$ cat src/rtl/deco_bcd_bin_seq.sv
// Sequential packed-BCD to binary converter for RTC read-back data.
// One byte per request, five-cycle shift-and-add datapath, 12-h AM/PM extraction.
module deco_bcd_bin_seq #(
  parameter int MAX_VAL = 99
) (
  input  logic       clk,
  input  logic       reset,
  input  logic       start,
  input  logic [7:0] rd_bcd,
  input  logic       sel_hora,
  input  logic       sf_24_12,
  output logic       busy,
  output logic       done,
  output logic [6:0] rd_bin,
  output logic       am_pm,
  output logic       err_bcd,
  output logic       err_rng
);

  typedef enum logic [2:0] {
    IDLE  = 3'd0,
    CHECK = 3'd1,
    MUL8  = 3'd2,
    ADD2  = 3'd3,
    ADDU  = 3'd4,
    FIN   = 3'd5
  } state_t;

  localparam logic [7:0] MAX_W = 8'(MAX_VAL);

  state_t     state, state_nxt;
  logic [7:0] opnd;
  logic [6:0] acc;
  logic       ampm_r;
  logic       err_r;

  logic [3:0] tens, units;
  assign tens  = opnd[7:4];
  assign units = opnd[3:0];

  // NOTE: reset is synchronous, so it lives inside the clocked branch and
  // every state register, including the operand and accumulator, is cleared.
  always_ff @(posedge clk) begin
    if (reset) state <= IDLE;
    else       state <= state_nxt;
  end

  // NOTE: state_nxt gets a default before the case so no path leaves it
  // unassigned; otherwise synthesis infers a latch.
  always_comb begin
    state_nxt = state;
    unique case (state)
      IDLE:    if (start) state_nxt = CHECK;
      CHECK:   state_nxt = MUL8;
      MUL8:    state_nxt = ADD2;
      ADD2:    state_nxt = ADDU;
      ADDU:    state_nxt = FIN;
      FIN:     state_nxt = IDLE;
      default: state_nxt = IDLE;
    endcase
  end

  // NOTE: all registers below use non-blocking assignments so every branch
  // sees the values from before this edge, independent of statement order.
  always_ff @(posedge clk) begin
    if (reset) begin
      opnd    <= '0;
      acc     <= '0;
      ampm_r  <= 1'b0;
      err_r   <= 1'b0;
      busy    <= 1'b0;
      done    <= 1'b0;
      rd_bin  <= '0;
      am_pm   <= 1'b0;
      err_bcd <= 1'b0;
      err_rng <= 1'b0;
    end else begin
      done <= 1'b0;
      unique case (state)
        IDLE: begin
          if (start) begin
            busy <= 1'b1;
            // In 12-h hour reads bit 7 is the PM flag, not part of the tens digit.
            if (sel_hora && sf_24_12) begin
              ampm_r <= rd_bcd[7];
              opnd   <= {1'b0, rd_bcd[6:0]};
            end else begin
              ampm_r <= 1'b0;
              opnd   <= rd_bcd;
            end
          end
        end
        CHECK: err_r <= (tens > 4'd9) || (units > 4'd9);
        MUL8:  acc   <= {tens, 3'b000};
        ADD2:  acc   <= acc + {2'b00, tens, 1'b0};
        ADDU:  acc   <= acc + {3'b000, units};
        FIN: begin
          done    <= 1'b1;
          busy    <= 1'b0;
          am_pm   <= ampm_r;
          err_bcd <= err_r;
          if (err_r) begin
            rd_bin  <= '0;
            err_rng <= 1'b0;
          end else begin
            rd_bin  <= acc;
            err_rng <= ({1'b0, acc} > MAX_W);
          end
        end
        default: ;
      endcase
    end
  end

endmodule

$ cat config.mk
export PLATFORM = sky130hd
export DESIGN_NAME = deco_bcd_bin_seq
export DESIGN_NICKNAME = d
export VERILOG_FILES = /design/src/rtl/deco_bcd_bin_seq.sv
export SDC_FILE = /design/constraint.sdc
export NUM_CORES = 1
export LEC_CHECK = 0
export CAP_MARGIN = 20
export CORE_MARGIN = 3
export CORE_UTILIZATION = 40
export CTS_CLUSTER_SIZE = 12
export DETAILED_ROUTE_END_ITERATION = 10
export SETUP_SLACK_MARGIN = 0.5
export SYNTH_ARGS = -nofsm -noshare
export SYNTH_HDL_FRONTEND = slang
export SYNTH_SLANG_ARGS = --single-unit
$ cat constraint.sdc
create_clock -name clk -period 5.52 [get_ports clk]
set_clock_uncertainty 0.15 [all_clocks]
set_input_delay 1.104 -clock clk [delete_from_list [all_inputs] [get_ports clk]]
set_output_delay 1.104 -clock clk [all_outputs]
set_load 0.005 [all_outputs]
==> results.rst, run 1 <==
.. list-table::
   :header-rows: 1

   * - Metric
     - Value
   * - Remaining antenna violation count after routing
     - 0
   * - Worst ir drop on vdd
     - 0.153 mV
   * - Number of vias after detailed routing
     - 1566
   * - Antenna Cells
     - 0
   * - Max-slew violations
     - 0
   * - Crit path cell chain
     - clkdlybuf4s50_1
   * - Share of flip-flops with an asynchronous set or reset after synthesis
     - 0%
   * - Port bufs
     - 24
   * - Cell at the slowest stage of the critical path
     - sky130_fd_sc_hd__clkdlybuf4s50_1
   * - Leak Pwr
     - 0.810 nW
   * - Max frequency
     - 0.420 GHz
   * - Final instance area
     - 2110 um2
   * - Number of hold violations in the final report
     - 0
   * - Wirelength, routed
     - 3950 um
   * - CTS Buffer Depth
     - 2
   * - Netlist Area Pre-Place
     - 1760 um2
   * - Number of CTS-inserted buffers
     - 5
   * - Arrival @ worst endpoint
     - 1.13 ns
   * - WP buf/inv
     - 1
   * - Final setup vio count
     - 0
   * - Clock net sink count
     - 32
   * - Final worst path period need
     - 2.38 ns
   * - WHS Path Cells
     - 2
   * - Post-CTS setup buffer count
     - 0
   * - Detailed router's first-iteration violation count
     - 75
   * - Post-Synthesis Cells
     - 223
   * - Power share of the sequential group
     - 49.6%
   * - Initial DRT Pass Iterations
     - 5
   * - Total core area
     - 4120 um2
   * - Top-level port count
     - 25
   * - Total congestion overflow
     - 0
   * - Area growth from synthesis to final layout
     - 19.6%
   * - Placed Instance Area
     - 2020 um2
   * - DP Wirelength
     - 2820 um
   * - Type of the most critical hold path
     - reg -> reg
   * - Required time at the worst-slack endpoint
     - 4.27 ns
   * - Yosys synthesis warning count
     - 0
   * - Least-Margin Pin Slew
     - 0.706 ns
   * - Number of maximum-capacitance constraint violations
     - 0
   * - Aggregate global-route resource usage
     - 15.7%
   * - Wire length of the first global-routing pass
     - 6440 um
   * - Drt drc
     - 0
   * - Setup crit end kind
     - primary output
   * - Most common flop cell mapped by yosys
     - sky130_fd_sc_hd__dfxtp_1
   * - Final Wtd Congestion
     - 0.735
   * - Number of library cell types mapped by synthesis
     - 40
   * - Total Power
     - 0.000549 W
   * - Setup repair after global routing missed its margin
     - no
   * - Sum Neg Setup Slack
     - 0 ns
   * - Startpoint-to-endpoint class of the critical path
     - reg -> out
   * - Reg-to-reg critical path startpoint
     - state[2]$_SDFFE_PP0P_
   * - Initial antenna violation count
     - 0
   * - Later-pin clock latency in the skew report
     - 0.28 ns
   * - Via density
     - 5.33
   * - Vias in the first global route
     - 1349
   * - Number of synthesized flops with an enable pin
     - 0
   * - Layout net count
     - 266
   * - Initial core utilization
     - 42.9%
   * - Synth Area per Inst
     - 7.91 um2
   * - Root buffer selected by CTS
     - sky130_fd_sc_hd__clkbuf_8
   * - Part of the total power dissipated in combinational logic
     - 16.7%
   * - Number of register bits inferred by synthesis
     - 32
   * - Fraction of final layout cells with drive strength greater than 1
     - 4.92%
   * - CTS tree
     - done
   * - Worst slew margin relative to its limit
     - 52.9%
   * - Result of the run
     - finished, final reports clean
   * - Sw Ratio
     - 31.3%
   * - Family of cells with the greatest summed delay on the critical path
     - buffers and inverters
   * - Quantity of hold-fixing buffers added after cts
     - 0
   * - H-tree level count
     - 2
   * - Number of cell instances on the worst register-to-register path
     - 5
   * - Floorplan die height
     - 72.4 um
   * - Count of standard-cell rows
     - 23
   * - Highest cell delay on the worst timing path
     - 0.51 ns
   * - R2R Path End
     - rd_bin[6]$_SDFFE_PP0P_
   * - Switching power
     - 0.000172 W
   * - Chip width
     - 72.4 um
   * - Worst min-delay path endpoint
     - am_pm$_SDFFE_PP0P_
   * - Clock transition at the registers of the reported paths
     - 0.07 ns
   * - Worst R2R Setup Slack
     - 3.37 ns
   * - Sequential cell area fraction in the yosys report
     - 36.3%
   * - Power density relative to cell area
     - 260 nW/um2
   * - Mapped Nets
     - 246
   * - Clock Power Share
     - 33.7%
   * - Start point of the worst min-delay path
     - am_pm$_SDFFE_PP0P_
   * - Share of the clock period used by the worst path after layout
     - 43.1%
   * - Routed wirelength normalized by instance count
     - 13.4 um
   * - # resized after CTS
     - 0
   * - Pin count of the biggest net entering global routing
     - 34
   * - Cell internal pwr
     - 0.000377 W
   * - Type of origin of the critical path
     - flop
   * - Die footprint
     - 5240 um2
   * - Critical-path maximum fanout
     - 2
per-layer routing:
| metal | global-route usage, % | vias up | wire length (um) | share of wire [%] |
|---|---|---|---|---|
| li1 | - | 823 | - | - |
| met2 | 23.9 | 26 | 1800 | 45 |
| met5 | 0 | - | 0 | 0 |
| met3 | 4.16 | 2 | 140 | 3.5 |
| met1 | 21.4 | 715 | 1990 | 50 |
| met4 | 5.94 | 0 | 23 | 0.58 |
flip-flops by register name (all words and copies together), names as in the netlist, 3 cells and up:
| signal | cells |
|---|---|
| acc | 7 |
| opnd | 8 |
| rd_bin | 7 |
| state | 3 |
area by class of cell:
cell class	instances	area, um2
clock buffers	5	68.8
clock inverters	3	23.8
fillers	429	2010
inverters	8	30.0
multi-input cells	171	1040
flip-flops and latches	32	641
well taps	50	62.6
repair buffers	25	248
kinds of logic after synthesis:
family | count (synthesis) | share of synthesized area, %
AO/OA/AOI/OAI | 61 | 20.6
buffers and inverters | 20 | 4.96
AND/OR/NAND/NOR | 93 | 26.6
adder cells (fa/ha/maj) | 10 | 7.94
multiplexers | 2 | 1.13
flip-flops | 32 | 36.3
XOR/XNOR | 5 | 2.48
power by group through the flow:
stage	combinational, W	sequential, W	clock, W
2_1_floorplan	0.0000815	0.000259	0
3_3_place_gp	0.0000918	0.000278	0
3_5_place_dp	0.0000920	0.000278	0
4_1_cts	0.0000924	0.000272	0.000192
5_1_grt	0.000104	0.000276	0.000200
6_report	0.0000918	0.000272	0.000185
worst max path at each step:
stage | cells past startpoint | slack [ns] | end | start
2_1_floorplan | 3 | 3.58 | ampm_r$_SDFFE_PP0P_ | start
3_3_place_gp | 4 | 2.91 | ampm_r$_SDFFE_PP0P_ | start
3_5_place_dp | 4 | 2.88 | ampm_r$_SDFFE_PP0P_ | start
4_1_cts | 1 | 3.12 | busy | busy$_SDFFE_PP0P_
5_1_grt | 4 | 3.06 | ampm_r$_SDFFE_PP0P_ | start
6_report | 1 | 3.14 | rd_bin[4] | rd_bin[4]$_SDFFE_PP0P_
cells in the mapped netlist (2+ instances only):
library cell | number | area, um2
sky130_fd_sc_hd__a21oi_1 | 34 | 170
sky130_fd_sc_hd__dfxtp_1 | 32 | 641
sky130_fd_sc_hd__nand2_1 | 26 | 97.6
sky130_fd_sc_hd__nor2_1 | 25 | 93.8
sky130_fd_sc_hd__nor3_1 | 10 | 50.1
sky130_fd_sc_hd__nand3_1 | 9 | 45.0
sky130_fd_sc_hd__ha_1 | 8 | 100
sky130_fd_sc_hd__inv_1 | 8 | 30.0
sky130_fd_sc_hd__o21ai_0 | 7 | 35.0
sky130_fd_sc_hd__buf_2 | 6 | 30.0
sky130_fd_sc_hd__nor3b_1 | 6 | 45.0
sky130_fd_sc_hd__clkbuf_1 | 4 | 15.0
sky130_fd_sc_hd__nand3b_1 | 4 | 30.0
sky130_fd_sc_hd__nor2b_1 | 4 | 25.0
sky130_fd_sc_hd__xor2_1 | 4 | 35.0
sky130_fd_sc_hd__o211ai_1 | 3 | 22.5
sky130_fd_sc_hd__o21bai_1 | 3 | 22.5
sky130_fd_sc_hd__o31ai_1 | 3 | 22.5
sky130_fd_sc_hd__a211oi_1 | 2 | 15.0
sky130_fd_sc_hd__a221oi_1 | 2 | 17.5
sky130_fd_sc_hd__fa_1 | 2 | 40.0
sky130_fd_sc_hd__mux2i_1 | 2 | 20.0
sky130_fd_sc_hd__nand2b_1 | 2 | 12.5
through the flow:
stage          util (%)  hold slack, ns  setup slack (ns)  std cells
6_report           51.3           0.318              3.14        294
3_5_place_dp       49.0           0.308              2.88        286
5_1_grt            51.3           0.349              3.06        294
3_3_place_gp       49.0           0.304              2.91        286
2_1_floorplan         -           0.282              3.58        223
4_1_cts            51.3           0.319              3.12        294
layout by cell type, fill, tap and decap left out, types with 5 or more instances in the layout:
| master | Yosys | layout |
|---|---|---|
| sky130_fd_sc_hd__a21oi_1 | 34 | 34 |
| sky130_fd_sc_hd__dfxtp_1 | 32 | 32 |
| sky130_fd_sc_hd__nand2_1 | 26 | 26 |
| sky130_fd_sc_hd__nor2_1 | 25 | 25 |
| sky130_fd_sc_hd__clkdlybuf4s50_1 | 0 | 24 |
| sky130_fd_sc_hd__nor3_1 | 10 | 10 |
| sky130_fd_sc_hd__nand3_1 | 9 | 9 |
| sky130_fd_sc_hd__inv_1 | 8 | 8 |
| sky130_fd_sc_hd__ha_1 | 8 | 8 |
| sky130_fd_sc_hd__o21ai_0 | 7 | 7 |
| sky130_fd_sc_hd__nor3b_1 | 6 | 6 |
| sky130_fd_sc_hd__clkbuf_8 | 0 | 5 |
(Power assumes the default switching activity.)
==> inputs of run 2 (changes only) <==
==> constraint.sdc (replaced) <==
create_clock -name clk -period 2.36 [get_ports clk]
set_clock_uncertainty 0.15 [all_clocks]
set_input_delay 0.472 -clock clk [delete_from_list [all_inputs] [get_ports clk]]
set_output_delay 0.472 -clock clk [all_outputs]
set_load 0.005 [all_outputs]
==> results.rst, run 2 (synthesized netlist as in run 1, its figures left out) <==
.. list-table::
   :header-rows: 1

   * - Metric
     - Value
   * - Wirelength, routed
     - 4370 um (+11%)
   * - Worst R2R Setup Slack
     - 0.51 ns (-2.86 ns)
   * - Non-filler instance count after layout
     - 305 (+3.7%)
   * - Aggregate global-route resource usage
     - 17.8% (+2.1 points)
   * - Result of the run
     - finished, final reports clean
   * - Chip width
     - 72.4 um (unchanged)
   * - Max-slew violations
     - 0 (unchanged)
   * - Total core area
     - 4120 um2 (unchanged)
   * - Sum Neg Setup Slack
     - 0 ns (unchanged)
   * - Largest registers ranked by flip-flop count
     - opnd: 8 flops, acc: 7 flops, rd_bin: 7 flops
   * - Leak Pwr
     - 0.873 nW (+7.8%)
   * - Worst slew margin relative to its limit
     - 65.0% (+12 points)
   * - Initial antenna violation count
     - 0 (unchanged)
   * - H-tree level count
     - 2 (unchanged)
   * - Final Wtd Congestion
     - 0.862 (+17%)
   * - Initial core utilization
     - 42.9% (unchanged)
   * - Initial DRT Pass Iterations
     - 4 (-1)
   * - Share of the clock period used by the worst path after layout
     - 78.5%
   * - Highest routed layer
     - met4
   * - Worst hold slack after final layout
     - 0.314 ns (-0.00390 ns)
   * - Arrival @ worst endpoint
     - 1.90 ns (+0.77 ns)
   * - Top library cells by usage in the layout, fill and taps aside
     - 33 x sky130_fd_sc_hd__a21oi_1, 26 x sky130_fd_sc_hd__nand2_1, 25 x sky130_fd_sc_hd__nor2_1
   * - Type of origin of the critical path
     - flop
   * - Worst ir drop on vdd
     - 0.290 mV (+89%)
   * - Remaining antenna violation count after routing
     - 0 (unchanged)
   * - Pin count of the biggest net entering global routing
     - 34 (unchanged)
   * - Critical-path maximum fanout
     - 4 (+2)
   * - Most flops, register
     - opnd
   * - Vias in the first global route
     - 1578 (+17%)
   * - Antenna Cells
     - 0 (unchanged)
   * - Final setup vio count
     - 0 (unchanged)
   * - Floorplan die height
     - 72.4 um (unchanged)
   * - Setup crit end kind
     - flop
   * - CTS tree
     - done
   * - Flip-flop count of the largest register after layout
     - 8 (unchanged)
   * - Root buffer selected by CTS
     - sky130_fd_sc_hd__clkbuf_8
   * - Total congestion overflow
     - 0 (unchanged)
   * - Wire length of the first global-routing pass
     - 7450 um (+16%)
   * - Startpoint-to-endpoint class of the critical path
     - reg -> reg
   * - Top-level port count
     - 25 (unchanged)
   * - Routed wirelength normalized by instance count
     - 14.3 um (+6.6%)
   * - Setup repair after global routing missed its margin
     - yes
   * - Port bufs
     - 24 (unchanged)
   * - Clock net sink count
     - 32 (unchanged)
   * - Sum of met3 wire segment lengths after detailed routing
     - 137 um (-2.1%)
   * - Fraction of final layout cells with drive strength greater than 1
     - 17.6% (+13 points)
   * - Final worst path period need
     - 1.85 ns
   * - Met1 layer wirelength in the final routing
     - 2150 um (+7.9%)
   * - Commonest non-fill, non-tap cell in the layout
     - sky130_fd_sc_hd__a21oi_1
   * - Layout net count
     - 277 (+4.1%)
   * - Total Power
     - 0.00133 W (+140%)
   * - Via density
     - 5.36 (+0.64%)
   * - Max frequency
     - 0.540 GHz
   * - Later-pin clock latency in the skew report
     - 0.28 ns (about the same)
   * - Drt drc
     - 0 (unchanged)
   * - Area growth from synthesis to final layout
     - 30.0%
   * - Die footprint
     - 5240 um2 (unchanged)
   * - Required time at the worst-slack endpoint
     - 2.41 ns (-1.86 ns)
   * - Detailed router's first-iteration violation count
     - 90 (+20%)
   * - DP Wirelength
     - 3140 um (+12%)
   * - Post-Place Cells
     - 293 (+2.4%)
   * - Routed wl met2
     - 2020 um (+12%)
   * - Clock transition at the registers of the reported paths
     - 0.07 ns (about the same)
   * - Number of hold violations in the final report
     - 0 (unchanged)
   * - Type of the most critical hold path
     - reg -> reg
   * - Number of vias after detailed routing
     - 1635 (+4.4%)
   * - Count of standard-cell rows
     - 23 (unchanged)
   * - Fill cell instance count of the final layout
     - 395 (-7.9%)
   * - Number of maximum-capacitance constraint violations
     - 0 (unchanged)
   * - Power density relative to cell area
     - 581 nW/um2 (+120%)
   * - CTS Buffer Depth
     - 2 (unchanged)
   * - Least-Margin Pin Slew
     - 0.523 ns (-0.184 ns)
   * - Number of CTS-inserted buffers
     - 5 (unchanged)
[run 2: stage by stage]
step           instance area (um2)  worst slack (ns)  utilization (%)
2_1_floorplan                 1760             0.502                -
3_3_place_gp                  2080             0.371             50.6
3_5_place_dp                  2080             0.309             50.6
4_1_cts                       2230             0.469             54.3
5_1_grt                       2290             0.396             55.7
6_report                      2290             0.508             55.7
[run 2: repair_timing]
item,CTS,global route
cloned,0,0
hold buffers,0,0
pin swaps,4,3
endpoints found under the setup margin,3,12
resized for setup,14,14
buffers inserted,2,2
[run 2: area by class of cell]
type,instances,area (um2),area share (%)
flip-flops and latches,32,651,28.4
inverters,8,30.0,1.31
multi-input cells,171,1110,48.6
clock buffers,7,86.3,3.76
clock inverters,1,7.51,0.327
well taps,50,62.6,2.73
repair buffers,36,343,14.9
[run 2: per-layer routing]
layer,up-vias,track usage [%]
met1,754,24.0
met3,8,3.88
li1,846,-
met4,0,6.15
met5,-,0
met2,27,28.3
[run 2: final timing paths]
check	from	to	depth (start not counted)
max reg2reg	acc[1]$_SDFFE_PP0P_	acc[5]$_SDFFE_PP0P_	7
min	am_pm$_SDFFE_PP0P_	am_pm$_SDFFE_PP0P_	2
min reg2reg	am_pm$_SDFFE_PP0P_	am_pm$_SDFFE_PP0P_	2
max	acc[1]$_SDFFE_PP0P_	acc[5]$_SDFFE_PP0P_	7
[run 2: report_power, final]
group / switching (W) / internal [W]
Sequential: 0.0000503 / 0.000574
Combinational: 0.000147 / 0.000123
Clock: 0.000202 / 0.000237
Total: 0.000400 / 0.000933
[run 2: worst max-delay path: stages (launching register included)]
cell and delay (ns):
sky130_fd_sc_hd__dfxtp_2 0.35, sky130_fd_sc_hd__ha_4 0.17, sky130_fd_sc_hd__fa_2 0.39, sky130_fd_sc_hd__nand3_2 0.09
sky130_fd_sc_hd__a211oi_1 0.07, sky130_fd_sc_hd__a31oi_1 0.18, sky130_fd_sc_hd__o21ai_1 0.11, sky130_fd_sc_hd__a221oi_2 0.27
